[config.mk]
export PLATFORM = sky130hd
export DESIGN_NAME = wb_arbiter_flat
export DESIGN_NICKNAME = d
export VERILOG_FILES = /design/src/rtl/wb_arbiter_if.sv /design/src/rtl/wb_arbiter.sv /design/src/flat_wrapper.sv
export SDC_FILE = /design/constraint.sdc
export NUM_CORES = 1
export LEC_CHECK = 0
export CORE_MARGIN = 4
export CORE_UTILIZATION = 55
export CTS_BUF_LIST = sky130_fd_sc_hd__clkbuf_4
export CTS_CLUSTER_DIAMETER = 40
export CTS_CLUSTER_SIZE = 25
export DETAILED_ROUTE_END_ITERATION = 10
export PLACE_DENSITY = 0.9
export SETUP_SLACK_MARGIN = 0.4
export SYNTH_ARGS = -nofsm -noshare
export SYNTH_HDL_FRONTEND = slang
export SYNTH_SLANG_ARGS = --single-unit
[constraint.sdc]
create_clock -name clock -period 3.05 [get_ports clock]
set_input_delay 0.61 -clock clock [delete_from_list [all_inputs] [get_ports clock]]
set_output_delay 0.61 -clock clock [all_outputs]
set_load 0.05 [all_outputs]
[src/rtl/wb_arbiter_if.sv]
// Bus bundle between the pipeline/mult-div units and the regfile writeback arbiter.
// The master side drives requests and queries; the slave side is the arbiter.
interface wb_arbiter_if;
  logic        pipe_we;
  logic [4:0]  pipe_reg;
  logic [31:0] pipe_data;
  logic        md_valid;
  logic [4:0]  md_reg;
  logic [31:0] md_data;
  logic        md_ready;
  logic [4:0]  query_reg;
  logic        query_hit;
  logic        md_drain_req;
  logic [2:0]  fifo_count;
  logic        ctrl_writeEnable;
  logic [4:0]  ctrl_writeReg;
  logic [31:0] data_writeReg;

  modport master (
    output pipe_we, pipe_reg, pipe_data, md_valid, md_reg, md_data, query_reg,
    input  md_ready, query_hit, md_drain_req, fifo_count,
           ctrl_writeEnable, ctrl_writeReg, data_writeReg
  );

  modport slave (
    input  pipe_we, pipe_reg, pipe_data, md_valid, md_reg, md_data, query_reg,
    output md_ready, query_hit, md_drain_req, fifo_count,
           ctrl_writeEnable, ctrl_writeReg, data_writeReg
  );
endinterface

[src/rtl/wb_arbiter.sv]
// Regfile writeback arbiter: pipeline writes take priority, mult/div results
// wait in a 4-entry in-order FIFO and drain into otherwise idle writeback slots.
module wb_arbiter (
  input logic          clock,
  input logic          ctrl_reset,
  wb_arbiter_if.slave  bus
);
  localparam int DEPTH = 4;

  logic [4:0]  r_mem_reg  [DEPTH];
  logic [31:0] r_mem_data [DEPTH];
  logic [1:0]  r_wptr;
  logic [1:0]  r_rptr;
  logic [2:0]  r_count;
  logic [2:0]  r_starve;
  logic        r_drain;
  logic        r_we;
  logic [4:0]  r_wreg;
  logic [31:0] r_wdata;

  logic             w_ready;
  logic             w_push;
  logic             w_pipe;
  logic             w_pop;
  logic [2:0]       w_count_next;
  logic [2:0]       w_starve_next;
  logic [DEPTH-1:0] w_occupied;
  logic [DEPTH-1:0] w_match;

  assign w_ready = (r_count != 3'd4) && !ctrl_reset;
  assign w_push  = bus.md_valid && w_ready && (bus.md_reg != 5'd0);
  assign w_pipe  = bus.pipe_we && (bus.pipe_reg != 5'd0);
  // The pop decision uses the pre-edge count, so a fresh push is never popped in its own cycle.
  assign w_pop   = !w_pipe && (r_count != 3'd0);

  // Slot gi is live when its distance from the read pointer is below the count.
  genvar gi;
  generate
    for (gi = 0; gi < DEPTH; gi++) begin : g_slot
      logic [1:0] w_off;
      assign w_off          = 2'(gi) - r_rptr;
      assign w_occupied[gi] = {1'b0, w_off} < r_count;
      assign w_match[gi]    = (r_mem_reg[gi] == bus.query_reg);
    end
  endgenerate

  always_comb begin
    w_count_next = r_count;
    case ({w_push, w_pop})
      2'b10:   w_count_next = r_count + 3'd1;
      2'b01:   w_count_next = r_count - 3'd1;
      default: w_count_next = r_count;
    endcase
  end

  // Saturates at 7 so a long stall keeps the drain request asserted.
  always_comb begin
    w_starve_next = r_starve;
    if (w_pop || (r_count == 3'd0)) begin
      w_starve_next = 3'd0;
    end else if (r_starve != 3'd7) begin
      w_starve_next = r_starve + 3'd1;
    end
  end

  always_ff @(posedge clock) begin
    if (w_push) begin
      r_mem_reg[r_wptr]  <= bus.md_reg;
      r_mem_data[r_wptr] <= bus.md_data;
    end
  end

  always_ff @(posedge clock) begin
    if (ctrl_reset) begin
      r_wptr   <= 2'd0;
      r_rptr   <= 2'd0;
      r_count  <= 3'd0;
      r_starve <= 3'd0;
      r_drain  <= 1'b0;
      r_we     <= 1'b0;
      r_wreg   <= 5'd0;
      r_wdata  <= 32'd0;
    end else begin
      r_count  <= w_count_next;
      r_starve <= w_starve_next;
      if (w_push) begin
        r_wptr <= r_wptr + 2'd1;
      end
      if (w_pop) begin
        r_rptr  <= r_rptr + 2'd1;
        r_drain <= 1'b0;
      end else if (w_starve_next == 3'd7) begin
        r_drain <= 1'b1;
      end
      if (w_pipe) begin
        r_we    <= 1'b1;
        r_wreg  <= bus.pipe_reg;
        r_wdata <= bus.pipe_data;
      end else if (w_pop) begin
        r_we    <= 1'b1;
        r_wreg  <= r_mem_reg[r_rptr];
        r_wdata <= r_mem_data[r_rptr];
      end else begin
        r_we <= 1'b0;
      end
    end
  end

  assign bus.md_ready         = w_ready;
  assign bus.query_hit        = (bus.query_reg != 5'd0) && |(w_match & w_occupied);
  assign bus.md_drain_req     = r_drain;
  assign bus.fifo_count       = r_count;
  assign bus.ctrl_writeEnable = r_we;
  assign bus.ctrl_writeReg    = r_wreg;
  assign bus.data_writeReg    = r_wdata;
endmodule

[src/flat_wrapper.sv]
// flat-port wrapper written by rule: the top's interface ports become plain ports
module wb_arbiter_flat 
  (clock, ctrl_reset, bus_pipe_we, bus_pipe_reg, bus_pipe_data, bus_md_valid, bus_md_reg, bus_md_data, bus_query_reg, bus_md_ready, bus_query_hit, bus_md_drain_req, bus_fifo_count, bus_ctrl_writeEnable, bus_ctrl_writeReg, bus_data_writeReg);
  wb_arbiter_if bus_i ();
  input logic clock;
  input logic ctrl_reset;
  input wire logic [$bits(bus_i.pipe_we)-1:0] bus_pipe_we;
  input wire logic [$bits(bus_i.pipe_reg)-1:0] bus_pipe_reg;
  input wire logic [$bits(bus_i.pipe_data)-1:0] bus_pipe_data;
  input wire logic [$bits(bus_i.md_valid)-1:0] bus_md_valid;
  input wire logic [$bits(bus_i.md_reg)-1:0] bus_md_reg;
  input wire logic [$bits(bus_i.md_data)-1:0] bus_md_data;
  input wire logic [$bits(bus_i.query_reg)-1:0] bus_query_reg;
  output wire logic [$bits(bus_i.md_ready)-1:0] bus_md_ready;
  output wire logic [$bits(bus_i.query_hit)-1:0] bus_query_hit;
  output wire logic [$bits(bus_i.md_drain_req)-1:0] bus_md_drain_req;
  output wire logic [$bits(bus_i.fifo_count)-1:0] bus_fifo_count;
  output wire logic [$bits(bus_i.ctrl_writeEnable)-1:0] bus_ctrl_writeEnable;
  output wire logic [$bits(bus_i.ctrl_writeReg)-1:0] bus_ctrl_writeReg;
  output wire logic [$bits(bus_i.data_writeReg)-1:0] bus_data_writeReg;
  assign bus_i.pipe_we = bus_pipe_we;
  assign bus_i.pipe_reg = bus_pipe_reg;
  assign bus_i.pipe_data = bus_pipe_data;
  assign bus_i.md_valid = bus_md_valid;
  assign bus_i.md_reg = bus_md_reg;
  assign bus_i.md_data = bus_md_data;
  assign bus_i.query_reg = bus_query_reg;
  assign bus_md_ready = bus_i.md_ready;
  assign bus_query_hit = bus_i.query_hit;
  assign bus_md_drain_req = bus_i.md_drain_req;
  assign bus_fifo_count = bus_i.fifo_count;
  assign bus_ctrl_writeEnable = bus_i.ctrl_writeEnable;
  assign bus_ctrl_writeReg = bus_i.ctrl_writeReg;
  assign bus_data_writeReg = bus_i.data_writeReg;
  wb_arbiter u_core (.clock(clock), .ctrl_reset(ctrl_reset), .bus(bus_i));
endmodule
==> reports/results.ini <==
[worst_setup_path]
required_ns = 2.44
path_class = in -> out
path_max_fanout = 5
r2r-start = u_core.bus.fifo_count[1]
crit_path_start = bus_query_reg[0]
crit_arrival_ns = 2.27
endpoint_kind = output port
start_kind = input pin

[global_route]
grt_overflow_total = 0
grt_first_pass_wirelength_um = 28200
grtUsageTotal = 0.225
grt_antenna_before_repair = 1
grt_max_degree = 52
grt_pass1_vias = 5353

[synth]
synth_cell_types = 37
synth_edf_count = 148
yosys_warnings = 0
async_flop_share = 0
avgSynthCellArea_sq_um = 15.3
yosysSeqAreaShare = 0.684
yosys.area.top_type_share = 0.556
yosys.area.top_type = edfxtp_1
yosys.cell_count.top_type = edfxtp_1
syn-num-nets = 617
synthCells = 523
synthTopCellsByArea = edfxtp_1, dfxtp_1, mux4_2
synth_flop_cell = edfxtp_1
ys_seq_elements = 199
synthTopCellsByCount = edfxtp_1, dfxtp_1, a21oi_1, nor2_1, nand2_1
synth_area_sq_um = 7990

[layout]
fillerInstances = 919
seq_area_sq_um = 5480
syn_to_final_growth_pct = 25.7
final_util = 0.715
multi_input_area_sq_um = 2490
final_layout_size_suffix_gt1_frac = 0.196
fin_area_sq_um = 10000
nNetsFinal = 754
largest_reg_flops = 128

[sta]
layout_min_cycle_time_ns = 2.88
tightest_slew_ns = 0.764
setup_violations = 0
rsz0062_at_grt = yes
max_freq_mhz = 348
finalHoldViolCount = 0
fin_crit_sh = 0.943
slew_headroom = 0.491
drv_slew = 0
clock_skew_ns = 0.0171

[power]
p_int_mw = 4.74
p_comb_frac = 0.353
power_frac_seq = 0.459
power.leakage_nw = 3.30
power_density_nw_per_um2 = 727
ir_drop_uv = 426
switching_power_mw = 2.56
p_sw_frac = 0.350
clockPowerShare = 0.188

[drt]
drc = 0
ant_nets = 0
vias = 4970
routed_via_density = 5.82
first_iter_violations = 365
totalWireLength_um = 18100
routedWlPerCell_um = 21.2
first_pass_iters = 4

[clock_tree]
hold_buffers = 0
cts_buffer_depth = 2
path_clk_slew_ns = 0.15
cts_tree = built
numCtsBuffers = 17
cts-root-buf = clkbuf_4
clk_latency_ns = 0.56
htreeDepth = 4
clkSinkCount = 199

[hold_path]
hp-class = in -> reg
hold_path.startpoint = bus_md_reg[3]

[floorplan]
rows = 43
chipHeight_um = 129
io_pins = 127
coreArea_sq_um = 14000
dieArea_sq_um = 16500
die_x_um = 129
initial_core_util = 0.569

[placement]
placed_cell_area_sq_um = 9590
hpwl_um = 11700
gp_congestion = 0.840
io_buffers = 126

[run_status]
status = finished clean

[run]
max_cap_violations = 0

[layer usage]
metal  wire length (um)  track usage  part of all wire  vias up
li1                   -            -                 -     2266
met1               7020        0.282              0.39     2476
met2               9590        0.385              0.53      200
met3               1150       0.0569             0.063       28
met4                374       0.0778             0.021        0
met5                  0            0                 0        -
[final cells by class]
| class | count | share of cell area |
|---|---|---|
| Antenna cell | 1 | 0.000249 |
| Clock buffer | 19 | 0.0142 |
| Clock inverter | 13 | 0.0147 |
| Inverter | 10 | 0.00411 |
| Multi-Input combinational cell | 279 | 0.249 |
| Sequential cell | 199 | 0.546 |
| Tap cell | 180 | 0.0224 |
| Timing Repair Buffer | 153 | 0.150 |
[final timing paths]
path | end | slack (ns) | cells past startpoint
worst min-delay path | u_core.r_mem_reg[2][3] | 0.39 | 1
worst min register to register | u_core.bus.md_drain_req | 0.52 | 2
worst max-delay path | bus_query_hit | 0.17 | 7
worst max register to register | u_core.r_mem_data[0][7] | 0.67 | 8
[power by group through the flow]
stage / Combinational, mW / Clock, mW / Sequential, mW
4_1_cts: 2.49 / 1.41 / 3.35
3_3_place_gp: 2.31 / 0 / 3.39
2_1_floorplan: 1.26 / 0 / 3.72
3_5_place_dp: 2.37 / 0 / 3.41
5_1_grt: 2.75 / 1.54 / 3.39
6_report: 2.57 / 1.37 / 3.35
[critical path: stages]
cell	delay [ns]
clkdlybuf4s50_1	0.60
xnor2_1	0.19
nand4_1	0.21
a2111oi_4	0.26
a21oi_2	0.08
a21oi_4	0.16
buf_12	0.15
[layout by cell type (no fill, tap or decap), types with 4 or more instances in the layout]
cell type        count
buf_12               4
ha_1                 6
dfxtp_2              6
xnor2_1             12
nand2_1             41
clkbuf_4            19
clkdlybuf4s50_1    118
nor4_1               5
clkinvlp_4           4
and2_2               4
edfxtp_1           148
a21oi_1             41
buf_4               22
nor2_1              44
dlygate4sd2_1        4
mux4_2              37
inv_1                9
dfxtp_1             44
xor2_1              15
ha_4                 4
a211oi_1            35
[cell families (layout without fill, tap and decap cells)]
group | Yosys count | in the layout | synth area share
xor+xnor | 28 | 28 | 0.0307
other cells | 0 | 1 | 0
flops | 199 | 199 | 0.684
buf+inv | 45 | 195 | 0.0254
compound gates | 92 | 92 | 0.0732
mux | 40 | 40 | 0.108
simple gates | 108 | 108 | 0.0602
fa+ha+maj | 11 | 11 | 0.0182
[timing repair]
item / in CTS / in global routing
setup buffers: 5 / 0
pin swaps: 6 / 4
setup endpoints to repair: 3 / 2
resized for setup: 26 / 7
[through the flow]
step                cells  power, mW  setup WS, ns  hold WS [ns]  TNS [ns]
CTS                   853       7.26         0.183         0.529         0
finish                854       7.30         0.173         0.387         0
floorplan             523       4.98         0.293         0.494         0
global route          854       7.67        0.0946         0.338         0
global placement      816       5.71       -0.0835         0.505   -0.0835
detailed placement    816       5.78        -0.172         0.509    -0.172
No activity file was read; power rests on OpenSTA's default activity.
